### src/rtl/microarchtrace_pkg.sv
// Shared types, record layout and record packing helpers for the per-stage PC trace packer.
// Records are 40 bits wide: 32-bit payload (timestamp or PC) plus 8 bits of kind/metadata.
package microarchtrace_pkg;

  localparam int TRACE_PC_W   = 32;
  localparam int TRACE_DROP_W = 6;
  localparam int STAGE_ID_W   = 3;
  localparam int REC_W        = TRACE_PC_W + 8;

  // Bit 39 of every record distinguishes a cycle header from a slot event.
  localparam logic REC_KIND_HEADER = 1'b0;
  localparam logic REC_KIND_EVENT  = 1'b1;

  typedef enum logic [STAGE_ID_W-1:0] {
    STG_WB     = 3'd0,
    STG_COMMIT = 3'd1,
    STG_EX1    = 3'd2,
    STG_EX2    = 3'd3,
    STG_EX3    = 3'd4,
    STG_DEC    = 3'd5,
    STG_ALN    = 3'd6
  } stage_id_e;

  typedef enum logic [1:0] {
    ST_IDLE   = 2'd0,
    ST_HEADER = 2'd1,
    ST_EVENTS = 2'd2
  } state_e;

  function automatic logic [REC_W-1:0] pack_header(
    input logic                    ovf,
    input logic [TRACE_DROP_W-1:0] drop_cnt,
    input logic [TRACE_PC_W-1:0]   ts
  );
    return {REC_KIND_HEADER, ovf, drop_cnt, ts};
  endfunction

  function automatic logic [REC_W-1:0] pack_event(
    input logic [STAGE_ID_W-1:0] stage_id,
    input logic                  slot,
    input logic [TRACE_PC_W-1:0] pc
  );
    return {REC_KIND_EVENT, stage_id, slot, 3'b000, pc};
  endfunction

endpackage

### src/rtl/microarchtrace_prio_pick.sv
// Find-first-set on a request vector: lowest set bit wins.
// Returns its index, a one-hot copy of it, and whether any bit is set.
module microarchtrace_prio_pick #(
  parameter  int W     = 14,
  localparam int IDX_W = (W > 1) ? $clog2(W) : 1
) (
  input  logic [W-1:0]     req,
  output logic [IDX_W-1:0] idx,
  output logic [W-1:0]     onehot,
  output logic             any
);

  // Scan downwards so the last hit written is the lowest set bit.
  always_comb begin
    idx    = '0;
    onehot = '0;
    for (int i = W - 1; i >= 0; i--) begin
      if (req[i]) begin
        idx       = IDX_W'(i);
        onehot    = '0;
        onehot[i] = 1'b1;
      end
    end
  end

  assign any = |req;

endmodule

### src/rtl/microarchtrace_stream_packer.sv
// Serialises per-cycle stage PC events into a header + event record stream over valid/ready.
// Optional per-stage filtering is enabled by defining MICROARCHTRACE_STAGE_MASK_EN.
module microarchtrace_stream_packer
  import microarchtrace_pkg::*;
#(
  parameter int NUM_STAGES = 7,
  parameter int PC_W       = TRACE_PC_W,
  parameter int TS_W       = TRACE_PC_W,
  parameter int DROP_W     = TRACE_DROP_W
) (
  input  logic                         clk,
  input  logic                         rst,
  input  logic [2*NUM_STAGES-1:0]      ev_valid,
  input  logic [2*NUM_STAGES*PC_W-1:0] ev_pc,
`ifdef MICROARCHTRACE_STAGE_MASK_EN
  input  logic [NUM_STAGES-1:0]        stage_mask,
`endif
  output logic                         out_valid,
  input  logic                         out_ready,
  output logic [PC_W+7:0]              out_data,
  output logic                         busy
);

  // Handshake: a record transfers on a rising clk edge where out_valid && out_ready;
  // while out_valid is high and out_ready low, out_valid and out_data hold stable.

  localparam int NEV   = 2 * NUM_STAGES;
  localparam int IDX_W = (NEV > 1) ? $clog2(NEV) : 1;

  localparam logic [1:0] IDLE   = ST_IDLE;
  localparam logic [1:0] HEADER = ST_HEADER;
  localparam logic [1:0] EVENTS = ST_EVENTS;

  logic [1:0]             state_q;
  logic [TS_W-1:0]        ts_q;
  logic                   ovf_q;
  logic [DROP_W-1:0]      drop_q;

  // Snapshot of the captured cycle.
  logic [NEV-1:0]         mask_q;
  logic [NEV*PC_W-1:0]    pc_q;
  logic [TS_W-1:0]        snap_ts_q;
  logic                   snap_ovf_q;
  logic [DROP_W-1:0]      snap_drop_q;

  logic [NEV-1:0]         ev_eff;
  logic                   ev_any;
  logic [IDX_W-1:0]       pick_idx;
  logic [NEV-1:0]         pick_onehot;
  logic                   pick_any;
  logic [NEV-1:0]         mask_rest;
  logic                   last_hs;
  logic                   capture;
  logic                   drop;

`ifdef MICROARCHTRACE_STAGE_MASK_EN
  // A masked-off stage looks exactly like an idle stage to everything downstream.
  always_comb begin
    ev_eff = '0;
    for (int s = 0; s < NUM_STAGES; s++) begin
      ev_eff[2*s +: 2] = ev_valid[2*s +: 2] & {2{stage_mask[s]}};
    end
  end
`else
  assign ev_eff = ev_valid;
`endif

  assign ev_any = |ev_eff;

  microarchtrace_prio_pick #(
    .W (NEV)
  ) u_pick (
    .req    (mask_q),
    .idx    (pick_idx),
    .onehot (pick_onehot),
    .any    (pick_any)
  );

  assign mask_rest = mask_q & ~pick_onehot;

  // The final event handshake frees the snapshot in time to capture this cycle.
  assign last_hs = (state_q == EVENTS) && out_ready && pick_any && (mask_rest == '0);
  assign capture = ev_any && ((state_q == IDLE) || last_hs);
  assign drop    = ev_any && !capture;

  always_ff @(posedge clk or posedge rst) begin
    if (rst) begin
      state_q     <= IDLE;
      ts_q        <= '0;
      ovf_q       <= 1'b0;
      drop_q      <= '0;
      mask_q      <= '0;
      pc_q        <= '0;
      snap_ts_q   <= '0;
      snap_ovf_q  <= 1'b0;
      snap_drop_q <= '0;
    end else begin
      ts_q <= ts_q + 1'b1;
      if (capture) begin
        state_q     <= HEADER;
        mask_q      <= ev_eff;
        pc_q        <= ev_pc;
        snap_ts_q   <= ts_q;
        snap_ovf_q  <= ovf_q;
        snap_drop_q <= drop_q;
        ovf_q       <= 1'b0;
        drop_q      <= '0;
      end else begin
        if (drop) begin
          ovf_q <= 1'b1;
          if (drop_q != {DROP_W{1'b1}}) begin
            drop_q <= drop_q + 1'b1;
          end
        end
        case (state_q)
          HEADER: begin
            if (out_ready) begin
              state_q <= EVENTS;
            end
          end
          EVENTS: begin
            if (out_ready) begin
              mask_q <= mask_rest;
              if (mask_rest == '0) begin
                state_q <= IDLE;
              end
            end
          end
          default: state_q <= IDLE;
        endcase
      end
    end
  end

  assign out_valid = (state_q != IDLE);
  assign busy      = (state_q != IDLE);

  // Event stage id is the pair index; slot is the low bit of the flat index.
  always_comb begin
    out_data = '0;
    case (state_q)
      HEADER:  out_data = pack_header(snap_ovf_q, snap_drop_q, snap_ts_q);
      EVENTS:  out_data = pack_event(STAGE_ID_W'(pick_idx >> 1), pick_idx[0],
                                     pc_q[pick_idx*PC_W +: PC_W]);
      default: out_data = '0;
    endcase
  end

endmodule

### config.mk
export PLATFORM = sky130hd
export DESIGN_NAME = microarchtrace_stream_packer
export DESIGN_NICKNAME = d
export VERILOG_FILES = /design/src/rtl/microarchtrace_pkg.sv /design/src/rtl/microarchtrace_prio_pick.sv /design/src/rtl/microarchtrace_stream_packer.sv
export SDC_FILE = /design/constraint.sdc
export NUM_CORES = 2
export LEC_CHECK = 0
export ABC_AREA = 1
export BUFFER_PORTS_ARGS = -buffer_cell sky130_fd_sc_hd__buf_2
export CORE_AREA = 2 2 210 263
export CTS_CLUSTER_DIAMETER = 80
export DETAILED_ROUTE_END_ITERATION = 16
export DIE_AREA = 0 0 212 265
export PLACE_DENSITY = 0.73
export SLEW_MARGIN = 20
export SYNTH_ARGS = -nofsm -noshare
export SYNTH_HDL_FRONTEND = slang
export SYNTH_SLANG_ARGS = --single-unit
export TNS_END_PERCENT = 50
### constraint.sdc
create_clock -name clk -period 44.4 [get_ports clk]
set_input_delay 2.22 -clock clk [delete_from_list [all_inputs] [get_ports clk]]
set_output_delay 2.22 -clock clk [all_outputs]
set_load 0.02 [all_outputs]
; Word level (Yosys, flattened, before mapping)
; Index checks and enable logic that the tools add are counted.
[op_classes]
addsub = 2
multipliers = 0
div_mod_pow = 0
magnitude_cmp = 0
eq_ne = 6
shift = 1
n_mux = 42
n_bitwise = 2
n_reduce_logical = 19
[ops]
columns = op, n
row1 = $shiftx A448 B10 Y32, 1
row2 = $mux W14, 17
row3 = $pmux W40 S2, 1
row4 = $mux W4, 14
row5 = $add A32 B1 Y32 const B, 1
row6 = $reduce_or A14 Y1, 2
row7 = $mux W6, 3
row8 = $and A14 B14 Y14, 1
row9 = $logic_not A14 Y1, 1
row10 = $not A14 Y14, 1
row11 = $reduce_bool A2 Y1, 5
row12 = $mux W2, 4
row13 = $add A6 B1 Y6 const B, 1
row14 = $ne A3 B3 Y1 const B, 2
row15 = $ne A6 B6 Y1 const B, 1
row16 = $logic_and A1 B1 Y1, 5
row17 = $pmux W2 S2, 1
row18 = $reduce_and A2 Y1, 2
row19 = $ne A3 B2 Y1 const B, 1
row20 = $reduce_and A3 Y1, 1
row21 = $eq A2 B1 Y1 const B, 1
row22 = $eq A2 B2 Y1 const B, 1
row23 = $logic_not A2 Y1, 1
row24 = $mux W1, 2
row25 = other kinds (2), 2
[totals]
ff_bits = 542
latchBits = 0
ram_bits = 0
rom_bits = 0
in_bits = 465
output_inout_bits = 42
word_cells = 81
mem_count = 0

; Logic depth before layout (Yosys ltp)
[depth]
depth_word = 24
ltp_mapped = 22
depth_no_buf = 21

; Hierarchy
; Synthesis repeated with hierarchy kept, for this count alone.
[unflattened]
cells_unflattened = 3515
area_unflattened_um2 = 26233.9
[modules_own_cells]
columns = mod, instances, cells_each, area_each_um2, seq_area_each_um2
row1 = microarchtrace_stream_packer, 1, 3452, 25938.6, 13563.0
row2 = microarchtrace_prio_pick, 1, 63, 295.3, 0.0

; Least setup slack after synthesis
; No wires, ideal clock.
[synth_timing]
path_kind = register to output
from = register mask_q[10]
to = output port out_data[29]
t_arrival_ps = 2231
required_ps = 42180
slack_ps = 39949
path_stages_with_launch = 14
n_path_buf = 2
path_cell_list = dfrtp_1 -> o21ai_0 -> nand3_1 -> nand3_1 -> nand2_1 -> nand2_1 -> clkbuf_1 -> nand2_1 -> inv_1 -> buf_1 -> nand3_1 -> nand2_1 -> a21boi_0 -> a21boi_0
[synth_between]
elab_chain_cells = 13
[synth_rtl]
columns = element, line
row1 = start: declaration, microarchtrace_stream_packer.sv:40  ; logic [NEV-1:0] mask_q;
row2 = start signal: assignment, microarchtrace_stream_packer.sv:101  ; mask_q <= ev_eff;
row3 = start signal: assignment, microarchtrace_stream_packer.sv:123  ; mask_q <= mask_rest;
row4 = $mux W4 (11 in a row), microarchtrace_prio_pick.sv:18  ; if (req[i]) begin
row5 = $shiftx A448 B10 Y32, microarchtrace_stream_packer.sv:144  ; pc_q[pick_idx*PC_W +: PC_W]);
row6 = $pmux W40 S2, microarchtrace_stream_packer.sv:141  ; case (state_q)
row7 = end: declaration, microarchtrace_stream_packer.sv:20  ; output logic [PC_W+7:0] out_data,
; Every way passes these cells.

; Worst setup path after layout
[layout_timing]
from = register mask_q[12]
to = output port out_data[29]
[layout_between]
elab_chain_cells = 15
[layout_rtl]
columns = element, line
row1 = $mux W4 (13 in a row), microarchtrace_prio_pick.sv:18
row2 = $shiftx A448 B10 Y32, microarchtrace_stream_packer.sv:144
row3 = $pmux W40 S2, microarchtrace_stream_packer.sv:141
; Every way passes these cells.

==> results.txt <==
----------------------------------------------------
[Power and ir drop]
  Leak ... between 0.015 and 0.02 uW
  Register share of total power ... 34.4%
  Switching Power ... 1240 uW
  Part of the total power dissipated in the clock network ... 19.6%
  Worst IR drop on VDD ... 0.0543 mV
  Switching Fraction ... 48.3%
  Cell area power density ... 83.6 nW/um^2
  Gate power share ... 46.0%
  Int Pwr ... 1330 uW

[Floorplan]
  Core ar. ... 53600 um^2
  Standard-cell rows ... 95
  Die Y ... 265 um
  Number of I/O pins ... 507
  Starting density of the core ... 49.6%
  Total die area ... 56200 um^2
  Floorplan die width ... 212 um

[Synth]
  Net count after synthesis ... 3992
  Mapped Area ... 26600 um^2
  Number of storage elements in the synthesis netlist ... 542
  Post-synthesis cell type with the largest combined area ... sky130_fd_sc_hd__dfrtp_1
  Post-synth ARST share ... 100%
  Synth warnings ... 0
  Leading register cell type out of synthesis ... sky130_fd_sc_hd__dfrtp_1
  Share of the synthesized area in the top cell type ... 51.0%
  Library cells used by synthesis ... 35
  Number of enable flip-flop cells after synthesis ... 0
  Average size of a mapped cell ... 7.55 um^2
  Seq/Total Area, Yosys ... 51.0%
  Gate Count Post-Synth ... 3521
  Leading cell types by total area after synthesis ... sky130_fd_sc_hd__dfrtp_1, sky130_fd_sc_hd__nand2_1, sky130_fd_sc_hd__nand3_1

[STA]
  Unrepaired setup endpoints after global routing ... no
  Final Max Tran Viols ... 0
  Worst-case headroom to the max-slew limit ... 10.6%
  Final Critical Period ... 7.83 ns
  Achievable Freq ... about 130 MHz
  Number of hold-slack violations in the final timing report ... 0
  Fraction of the cycle the final worst path needs ... between 10% and 20%
  Worst Clk Skew ... 0.0169 ns
  Final setup violating endpoints ... 0
  Measured slew at the worst slew-check pin ... 1.34 ns
  Final worst-path setup slack ... 36.57 ns
  Accumulated negative setup slack ... 0 ns

[Worst setup path]
  Crit path max fanout ... 78
  Critical path's slowest cell ... sky130_fd_sc_hd__clkinv_1
  Kind of end point of the critical path ... output port
  Required time of the critical path ... 42.18 ns
  Worst setup path startpoint ... mask_q[12]$_DFFE_PP0P_
  Worst path arrival time ... 5.61 ns
  Delay of the slowest critical-path stage ... between 1 and 1.5 ns
  Cell breakdown of the critical path ... inv_1 > nand2_1 > nand2_1 > nand2_1 > nand2_1 > nand2_1 > nand2_1 > nand2_1 > nand2_1 > nand2_1 > nand2_1 > nand2_1 > nand2_4 > nand2_4 > clkinv_1 > nor2_1 > nor2_1 > nor2_1 > nand2_1 > a21boi_0 > buf_2
  Launching element type of the critical path ... flip-flop
  Critical Setup Path Class ... reg -> out
  Critical Path Most Common Cell ... sky130_fd_sc_hd__nand2_1
  Worst flop-to-flop path startpoint ... mask_q[0]$_DFFE_PP0P_

[Place]
  Post-DP HPWL ... about 75000 um
  Placed cell count ... 4546
  Minimum setup slack after placement ... 37.57 ns
  Weighted congestion at the end of routability-driven global placement ... 1.01
  Buffers on Ports ... 506
  Placed Area ... slightly below 30000 um^2

[Routing]
  Initial DRC count ... 3343
  Length of the first detailed-routing pass in iterations ... 6
  Vias ... approximately 26000
  DRC errors left ... 0
  Via density ... 5.54
  Count of antenna-violating nets left after detailed routing ... 0
  Final routed wire length divided by cell count ... 22.4 um
  Sum of routed wire length over all layers ... 104000 um

[Clock network]
  Clk pin slew, worst setup/hold paths ... 0.06 ns
  CTS tree ... done
  Clock Latency Late Sink ... 0.62 ns
  Inserted Clock Buffers ... 55
  CTS resizes ... 0
  Post-CTS setup-driven buffer insertion count ... 0
  TritonCTS Sinks ... 542
  Number of buffers between clock root and the deepest sink ... 3
  Number of levels the H-tree was split into ... 2
  Root buf cell ... sky130_fd_sc_hd__clkbuf_16
  Number of buffers added to fix hold violations after cts ... 0

[Run status]
  Result of the run ... complete, no violations

[Global route]
  Initial antenna violation count ... 5
  GR Overflow Total ... 0
  All-layer global routing usage ... between 30% and 40%
  Number of global-route vias before repair ... 24800
  Maximum number of pins on one net before global-route repair ... ~260
  First-pass GRT wire length ... 153000 um

[Finish]
  Non-Filler Cell Area, Final ... 30800 um^2
  Fraction of final layout cells with drive strength greater than 1 ... between 15 and 20%
  Net count of the finished layout ... ~4300
  Relative area change from synthesis to final layout ... 15.7%
  Final non-filler cell total ... 4646

[Min path]
  Min-delay worst type ... reg -> reg
  Startpoint of the lowest-slack hold path ... ts_q[0]$_DFF_PP0_

[Flow run]
  # Max-Cap Violations ... 0

----------------------------------------------------
flip-flops by register name (all words and copies together) (netlist names):
name,count
ts_q,32
ovf_q,1
snap_ts_q,32
pc_q,448
snap_drop_q,6
snap_ovf_q,1
state_q,2
drop_q,6
mask_q,14
worst max-delay path, delay by kind of cell, from the launching register on:
family / cells / cell delay, ns
compound gates: 1 / 0.38
buf+inv: 3 / 1.37
flops: 1 / 0.38
simple gates: 17 / 2.76
per-layer routing:
layer  global-route usage, %  vias up  share of wire [%]
met2                    57.8     1463                 45
met5                       0        -              0.036
met1                    46.2    12100                 38
met3                    7.01      326                8.7
li1                        -    11800                  -
met4                    25.8        6                8.2
final cells by class:
class,count,area [um^2]
fillers,5094,22800
flip-flops and latches,542,13600
multi-input cells,2634,11200
repair buffers,530,2730
clock buffers,71,1550
well taps,727,910
inverters,113,454
clock inverters,27,384
diodes,2,5.00
power groups by stage:
stage / clock network [uW] / logic, uW / registers (uW)
after CTS: 508 / 1160 / 875
after global routing: 526 / 1290 / 898
final: 504 / 1180 / 886
after detailed placement: 0 / 1160 / 879
after floorplan: 0 / 858 / 806
after global placement: 0 / 1150 / 881
placed cells by master (no fill, tap or decap), types with 2 or more instances in the layout:
cell type and count:
sky130_fd_sc_hd__nand4_1 8, sky130_fd_sc_hd__nand3b_1 3, sky130_fd_sc_hd__nand2_1 1744, sky130_fd_sc_hd__clkinv_2 12, sky130_fd_sc_hd__clkbuf_16 57, sky130_fd_sc_hd__a21boi_0 2, sky130_fd_sc_hd__buf_2 506, sky130_fd_sc_hd__clkinv_1 4
sky130_fd_sc_hd__ha_1 6, sky130_fd_sc_hd__xor2_1 32, sky130_fd_sc_hd__clkbuf_8 7, sky130_fd_sc_hd__nand2_4 3, sky130_fd_sc_hd__nand3_1 523, sky130_fd_sc_hd__a21oi_1 69, sky130_fd_sc_hd__o21ai_1 44, sky130_fd_sc_hd__nor3_2 2
sky130_fd_sc_hd__dfrtp_1 542, sky130_fd_sc_hd__inv_6 4, sky130_fd_sc_hd__clkbuf_1 7, sky130_fd_sc_hd__clkinvlp_4 2, sky130_fd_sc_hd__o21ai_0 71, sky130_fd_sc_hd__inv_1 104, sky130_fd_sc_hd__diode_2 2, sky130_fd_sc_hd__nor4_1 8
sky130_fd_sc_hd__clkinv_4 2, sky130_fd_sc_hd__nor3_1 9, sky130_fd_sc_hd__buf_4 22, sky130_fd_sc_hd__bufinv_16 9, sky130_fd_sc_hd__o31ai_1 3, sky130_fd_sc_hd__nor2_1 96
metrics by stage:
stage	hold WS (ns)	total power (uW)	utilization, %
global route	0.471	2720	57.4
global placement	0.451	2030	53.8
detailed placement	0.457	2030	53.8
finish	0.467	2570	57.4
floorplan	0.424	1660	-
CTS	0.465	2550	57.4
cells in the mapped netlist (2+ instances only):
cell type                  count
sky130_fd_sc_hd__buf_6        68
sky130_fd_sc_hd__nand3_1     523
sky130_fd_sc_hd__nor3_2        2
sky130_fd_sc_hd__a21boi_0      2
sky130_fd_sc_hd__clkinv_1      2
sky130_fd_sc_hd__ha_1          6
sky130_fd_sc_hd__o31ai_1       3
sky130_fd_sc_hd__a21oi_1      69
sky130_fd_sc_hd__nand3b_1      3
sky130_fd_sc_hd__inv_2         3
sky130_fd_sc_hd__xor2_1       32
sky130_fd_sc_hd__o21ai_0      71
sky130_fd_sc_hd__dfrtp_1     542
sky130_fd_sc_hd__nand4_1       8
sky130_fd_sc_hd__nand2_1    1748
sky130_fd_sc_hd__clkbuf_2      4
sky130_fd_sc_hd__nor3_1        9
sky130_fd_sc_hd__nor4_1        8
sky130_fd_sc_hd__clkbuf_1     88
sky130_fd_sc_hd__buf_2        21
sky130_fd_sc_hd__buf_4        18
sky130_fd_sc_hd__buf_1        33
sky130_fd_sc_hd__o21ai_1      45
sky130_fd_sc_hd__inv_1       107
sky130_fd_sc_hd__nor2_1       96
logic make-up (layout without fill, tap and decap cells):
logic type | Yosys count | after routing | share of synthesized area, %
AO/OA/AOI/OAI | 192 | 192 | 3.68
XOR/XNOR | 32 | 32 | 1.05
adder cells (fa/ha/maj) | 6 | 6 | 0.282
buffers and inverters | 345 | 741 | 7.17
flip-flops | 542 | 542 | 51.0
other | 0 | 2 | 0
AND/OR/NAND/NOR | 2404 | 2404 | 36.8
path summary, 6_finish.rpt:
kind | end | slack, ns | depth (start not counted)
min in group asynchronous | pc_q[132]$_DFFE_PP0P_ | 1.77 | 2
hold / removal | ts_q[0]$_DFF_PP0_ | 0.47 | 1
setup / recovery | out_data[29] | 36.57 | 21
setup reg to reg | pc_q[61]$_DFFE_PP0P_ | 39.54 | 14
max in group asynchronous | drop_q[2]$_DFFE_PP0P_ | 40.11 | 4
hold reg to reg | ts_q[0]$_DFF_PP0_ | 0.47 | 1
No activity file was read; power rests on OpenSTA's default activity.
